===== src/rtl/vga_stream_pkg.sv =====
// Shared constants and types for the VGA Avalon-ST pixel sink.
// Frame geometry, capture window, pixel field positions and sink states.
package vga_stream_pkg;
    localparam int ROW_PIXELS    = 640;
    localparam int FRAME_ROWS    = 480;
    localparam int FRAME_PIXELS  = ROW_PIXELS * FRAME_ROWS;
    localparam int CAPTURE_START = 80;
    localparam int CAPTURE_END   = 560;

    // Top bit of each 10-bit colour channel in {R,G,B}
    localparam int R_MSB = 29;
    localparam int G_MSB = 19;
    localparam int B_MSB = 9;

    typedef enum logic [1:0] {
        HUNT,
        RECV,
        WAIT_BANK
    } sink_state_t;
endpackage


===== src/rtl/vga_row_bank_tracker.sv =====
// Two-entry held-bank FIFO for the row buffer: banks fill alternately and
// are freed oldest-first, so a count plus the write bank is sufficient.
module vga_row_bank_tracker (
    input  logic clk,
    input  logic rst_n,
    input  logic mark,
    input  logic free,
    output logic wr_bank,
    output logic full
);
    logic [1:0] held;
    logic [1:0] after_free;
    logic [1:0] held_next;
    logic       freed;

    // A release in the same cycle as a completion is applied first
    always_comb begin
        freed      = free && (held != 2'd0);
        after_free = held - {1'b0, freed};
        held_next  = after_free + {1'b0, mark};
        full       = (held_next == 2'd2);
    end

    always_ff @(posedge clk or negedge rst_n) begin
        if (!rst_n) begin
            held    <= 2'd0;
            wr_bank <= 1'b0;
        end else begin
            held <= held_next;
            if (mark) begin
                wr_bank <= !wr_bank;
            end
        end
    end
endmodule


===== src/rtl/vga_stream_sink.sv =====
// Avalon-ST sink for the 30-bit VGA pixel stream: recovers row/column and
// captures a centred window of each row into a double-banked row buffer.
module vga_stream_sink #(
    parameter int ROW_PIXELS    = vga_stream_pkg::ROW_PIXELS,
    parameter int FRAME_ROWS    = vga_stream_pkg::FRAME_ROWS,
    parameter int CAPTURE_START = vga_stream_pkg::CAPTURE_START,
    parameter int CAPTURE_END   = vga_stream_pkg::CAPTURE_END
) (
    input  logic        clock_vga,
    input  logic        reset_vga_n,
    input  logic [29:0] avalon_streaming_sink_data,
    input  logic        avalon_streaming_sink_startofpacket,
    input  logic        avalon_streaming_sink_endofpacket,
    input  logic        avalon_streaming_sink_valid,
    output logic        avalon_streaming_sink_ready,
    output logic        buf_write,
    output logic [9:0]  buf_address,
    output logic [23:0] buf_data,
    output logic        row_ready,
    output logic        row_bank,
    output logic [8:0]  row_index,
    input  logic        row_release,
    output logic        frame_done,
    output logic [7:0]  error_count
);
    import vga_stream_pkg::*;

    localparam logic [9:0] LAST_COL  = 10'(ROW_PIXELS - 1);
    localparam logic [8:0] LAST_ROW  = 9'(FRAME_ROWS - 1);
    localparam logic [9:0] WIN_START = 10'(CAPTURE_START);
    localparam logic [9:0] WIN_END   = 10'(CAPTURE_END);

    sink_state_t state;
    sink_state_t resume;
    logic [9:0]  col;
    logic [8:0]  row;
    logic [9:0]  pc;
    logic [8:0]  pr;
    logic [9:0]  win_col;
    logic        sop;
    logic        eop;
    logic        accept;
    logic        in_recv;
    logic        at_origin;
    logic        at_last;
    logic        pix;
    logic        complete;
    logic        last_px;
    logic        in_window;
    logic        any_err;
    logic        to_hunt;
    logic        wr_bank;
    logic        bank_full;
    logic        unused_bits;

    assign sop = avalon_streaming_sink_startofpacket;
    assign eop = avalon_streaming_sink_endofpacket;
    assign avalon_streaming_sink_ready = reset_vga_n && (state != WAIT_BANK);
    assign accept = avalon_streaming_sink_valid && avalon_streaming_sink_ready;
    assign unused_bits = ^{avalon_streaming_sink_data[R_MSB-8 -: 2],
                           avalon_streaming_sink_data[G_MSB-8 -: 2],
                           avalon_streaming_sink_data[B_MSB-8 -: 2]};

    // An SOP beat is always pixel (0,0), whatever position it arrives at
    always_comb begin
        in_recv   = accept && (state == RECV);
        at_origin = (col == '0) && (row == '0);
        at_last   = (col == LAST_COL) && (row == LAST_ROW);
        pix       = accept && (sop || (state == RECV && !at_origin
                                       && !(eop && !at_last)));
        pc        = sop ? '0 : col;
        pr        = sop ? '0 : row;
        complete  = pix && (pc == LAST_COL);
        last_px   = complete && (pr == LAST_ROW);
        to_hunt   = (in_recv && !sop && at_origin)
                  || (in_recv && !sop && !at_origin && eop && !at_last)
                  || (last_px && !eop);
        any_err   = to_hunt || (in_recv && sop && !at_origin);
        win_col   = pc - WIN_START;
        in_window = (pc >= WIN_START) && (pc < WIN_END);
    end

    vga_row_bank_tracker u_banks (
        .clk     (clock_vga),
        .rst_n   (reset_vga_n),
        .mark    (complete),
        .free    (row_release),
        .wr_bank (wr_bank),
        .full    (bank_full)
    );

    always_ff @(posedge clock_vga or negedge reset_vga_n) begin
        if (!reset_vga_n) begin
            state       <= HUNT;
            resume      <= HUNT;
            col         <= '0;
            row         <= '0;
            buf_write   <= 1'b0;
            buf_address <= '0;
            buf_data    <= '0;
            row_ready   <= 1'b0;
            row_bank    <= 1'b0;
            row_index   <= '0;
            frame_done  <= 1'b0;
            error_count <= '0;
        end else begin
            buf_write  <= pix && in_window;
            row_ready  <= complete;
            frame_done <= last_px && eop;
            if (pix && in_window) begin
                buf_address <= {wr_bank, win_col[8:0]};
                buf_data    <= {avalon_streaming_sink_data[R_MSB -: 8],
                                avalon_streaming_sink_data[G_MSB -: 8],
                                avalon_streaming_sink_data[B_MSB -: 8]};
            end
            if (complete) begin
                row_bank  <= wr_bank;
                row_index <= pr;
            end
            if (any_err && error_count != 8'hFF) begin
                error_count <= error_count + 8'd1;
            end
            if (complete) begin
                col <= '0;
                row <= last_px ? '0 : pr + 9'd1;
            end else if (pix) begin
                col <= pc + 10'd1;
                row <= pr;
            end else if (to_hunt) begin
                col <= '0;
                row <= '0;
            end
            if (complete && bank_full) begin
                state  <= WAIT_BANK;
                resume <= to_hunt ? HUNT : RECV;
            end else if (state == WAIT_BANK) begin
                if (row_release) begin
                    state <= resume;
                end
            end else if (to_hunt) begin
                state <= HUNT;
            end else if (pix) begin
                state <= RECV;
            end
        end
    end
endmodule


===== config.mk =====
export PLATFORM = sky130hd
export DESIGN_NAME = vga_stream_sink
export DESIGN_NICKNAME = d
export VERILOG_FILES = /design/src/rtl/vga_stream_pkg.sv /design/src/rtl/vga_row_bank_tracker.sv /design/src/rtl/vga_stream_sink.sv
export SDC_FILE = /design/constraint.sdc
export NUM_CORES = 1
export LEC_CHECK = 0
export CORE_MARGIN = 10
export CORE_UTILIZATION = 35
export CTS_CLUSTER_SIZE = 28
export DETAILED_ROUTE_END_ITERATION = 10
export GPL_TIMING_DRIVEN = 0
export PLACE_DENSITY_LB_ADDON = 0.25
export REMOVE_ABC_BUFFERS = 1
export SYNTH_ARGS = -nofsm -noshare
export SYNTH_HDL_FRONTEND = slang
export SYNTH_HIERARCHICAL = 1
export SYNTH_SLANG_ARGS = --single-unit

===== constraint.sdc =====
create_clock -name clock_vga -period 4 [get_ports clock_vga]
set_input_delay 0.4 -clock clock_vga [delete_from_list [all_inputs] [get_ports clock_vga]]
set_output_delay 0.4 -clock clock_vga [all_outputs]
set_load 0.005 [all_outputs]

==> flow_summary.toml <==
[outcome]
status = "finished clean"

[routing]
final_antenna_net_count = 0
firstDrtPassIters = 4
drtIter0Drc = 149
drc_errors = 0
drt-total-wl_um = 9720
routedWlPerCell_um = 16.3
via_per_inst = 5.19
num_vias = 3089

[timing]
hold_viol = 0
worstMarginPinSlew_ps = 863
setup_violations = 0
slew_viol_final = 0
max_freq_ghz = 0.272
fin_crit_sh_pct = 92.0
period_needed_ps = 3680
tns_ps = 0
fin_worst_skew_ps = 11.9
slew_headroom_pct = 42.0
grt_setup_unrepaired = "no"

[placement]
io_buffers = 85
routabilityCongestion = 0.850
placed_cells = 574
post-dp-hpwl_um = 7060

[clocking]
clock_latency_ps = 340
cts_made_buffers = 9
root_buffer = "clkbuf_16"
h-tree-depth = 3
clock-sinks = 80
cts.path.max_buffers = 2
cts_tree = "built"
clk_pin_slew_ps = 60

[min_path]
hold_depth = 1
hold_class = "reg -> reg"
hold_start = "u_banks/wr_bank$_DFFE_PN0P_"

[power_and_ir_drop]
p_per_area_mw_per_mm2 = 380
leakage_nw = 2.38
ir_drop_mv = 0.195

[critical_path]
endpoint_kind = "register"
path_max_fanout = 21
worstPathArrival_ps = 3900
worstSetupStartpointType = "input port"
path_class = "in -> reg"
cp-startpoint = "avalon_streaming_sink_startofpacket"
timing.rr.start = "col[0]$_DFFE_PN0P_"
cp.required_ps = 4220
rr_worst_depth = 8

[layout]
stdcell_count = 595
area_growth_pct = 33.2
num-fill-cells = 1039
register_area_mm2 = 0.00200
antenna_cells = 0
nets = 495
drive_gt1_share_pct = 14.1
multi_input_area_mm2 = 0.00180

[floorplanning]
die_h_um = 127
initial_core_util_pct = 36.3
core_area_mm2 = 0.0110
ioPinCount = 92
die-area_mm2 = 0.0161
die_w_um = 127
row_count = 38

[synthesis]
synth_ff_type = "dfrtp_1"
synthAdderAreaFrac_pct = 2.82
ys_seq_area_share_pct = 50.2
synth_xor_area_share_pct = 2.86
ys_ff_latch = 80
synthMuxAreaShare_pct = 11.2
yosysWarnings = 6
synth_top_family_by_area = "simple AND/OR/NAND/NOR gates"
ys_types = 59
synth_top_area_share_pct = 50.2
async_flop_share_pct = 100
syn_area_mm2 = 0.00399
synth_compound_area_share_pct = 11.6
synth-edff-count = 0
synth_top_area_cell = "dfrtp_1"
synthSimpleGateAreaFrac_pct = 16.4
syn_inst = 363
synth.avg_cell_area_um2 = 11.0
netlist_top_cells_area = "dfrtp_1 (50%), mux2_2 (7.1%), mux2_1 (3.7%)"

[global_route]
grt_antenna_before_repair = 0
grt_pass1_wl_um = 16200
gr-usage-all-layers_pct = 12.0
grt_pass1_vias = 3156
overflow = 0
grt_max_degree = 62

[flow_run]
maxCapViolCount = 0
## critical path, stage by stage
cell and delay [ps]:
dlygate4sd2_1 770, clkinv_1 570, nand2_1 200, a41oi_2 160, nor4_2 910, buf_4 310
buf_4 210, mux2_2 350
## metrics by stage
stage / cell area [µm²] / hold slack [ps] / utilization [%] / power [W] / worst slack (ps)
global placement: 4900 / 466 / 44.6 / 0.00123 / -6910
CTS: 5290 / 488 / 48.1 / 0.00205 / 157
floorplan: 3870 / 104 / - / 0.00109 / -1490
detailed placement: 4980 / 315 / 45.4 / 0.00125 / -939
global route: 5310 / 509 / 48.3 / 0.00211 / 42.1
finish: 5310 / 482 / 48.3 / 0.00202 / 320
## layout make-up
class | instances | share of cell area [%]
well taps | 140 | 3.30
flip-flops and latches | 80 | 37.7
inverters | 21 | 1.48
clock inverters | 6 | 0.943
repair buffers | 96 | 18.1
clock buffers | 10 | 4.50
multi-input cells | 242 | 33.9
## registers in the layout, indices dropped and copies added, names as in the netlist
| name | cells |
|---|---|
| buf_data | 24 |
| buf_address | 10 |
| col | 10 |
| row | 9 |
| row_index | 9 |
| error_count | 8 |
| state | 2 |
| u_banks/held | 2 |
| buf_write | 1 |
| frame_done | 1 |
| resume | 1 |
| row_bank | 1 |
| row_ready | 1 |
| u_banks/wr_bank | 1 |
## cells by family (layout without fill, tap and decap cells)
| kind of cell | after synthesis | count (layout) |
|---|---|---|
| xor+xnor | 13 | 13 |
| compound gates | 67 | 67 |
| buf+inv | 41 | 133 |
| simple gates | 113 | 113 |
| fa+ha+maj | 9 | 9 |
| mux | 40 | 40 |
| flops | 80 | 80 |
## routing by layer
metal	part of all wire, %	wire length (µm)	vias to the layer above	GRT usage, %
li1	-	-	1485	-
met1	47	4540	1498	15.5
met2	46	4480	97	18.7
met3	6.0	582	9	3.62
met4	1.2	119	0	3.82
met5	0	0	-	0
## final timing paths
check | endpoint | slack (ps)
min in group asynchronous | buf_data[2]$_DFFE_PN0P_ | 500
setup reg to reg | error_count[1]$_DFFE_PN0P_ | 610
hold reg to reg | u_banks/wr_bank$_DFFE_PN0P_ | 480
setup / recovery | buf_data[9]$_DFFE_PN0P_ | 320
hold / removal | u_banks/wr_bank$_DFFE_PN0P_ | 480
max in group asynchronous | error_count[5]$_DFFE_PN0P_ | 2910
## where the power goes
part	switching, W	internal, W	leakage [nW]
Clock	0.000339	0.000444	0.136
Combinational	0.000159	0.000160	1.19
Sequential	0.0000581	0.000857	1.06
## repair_timing
item	4_1_cts	5_1_grt
endpoints found under the setup margin	6	1
gates resized for setup	1	0
hold endpoints to repair	21	0
pin swaps	1	0
hold buffers	1	0
setup buffers	1	3
gates cloned	0	0
## Yosys cell counts (7+ instances only)
master,number
o21ai_0,25
nand3_1,21
inv_1,20
nor2_1,15
ha_1,9
mux2_1,13
xor2_1,8
nand4_1,7
nand2_1,20
dfrtp_1,80
mux2_2,25
nor2b_1,10
a21oi_1,9
## cell usage in the layout (no fill, tap or decap), types with 7 or more instances in the layout
cell type,instances
nand3_1,21
o21ai_0,25
nor2_1,15
clkdlybuf4s50_1,83
nor2b_1,10
mux2_2,25
a21oi_1,9
ha_1,9
nand4_1,7
nand2_1,20
xor2_1,8
dfrtp_1,80
buf_4,8
inv_1,20
clkbuf_16,9
mux2_1,13
Note: power is estimated with default switching activity, not from simulation.
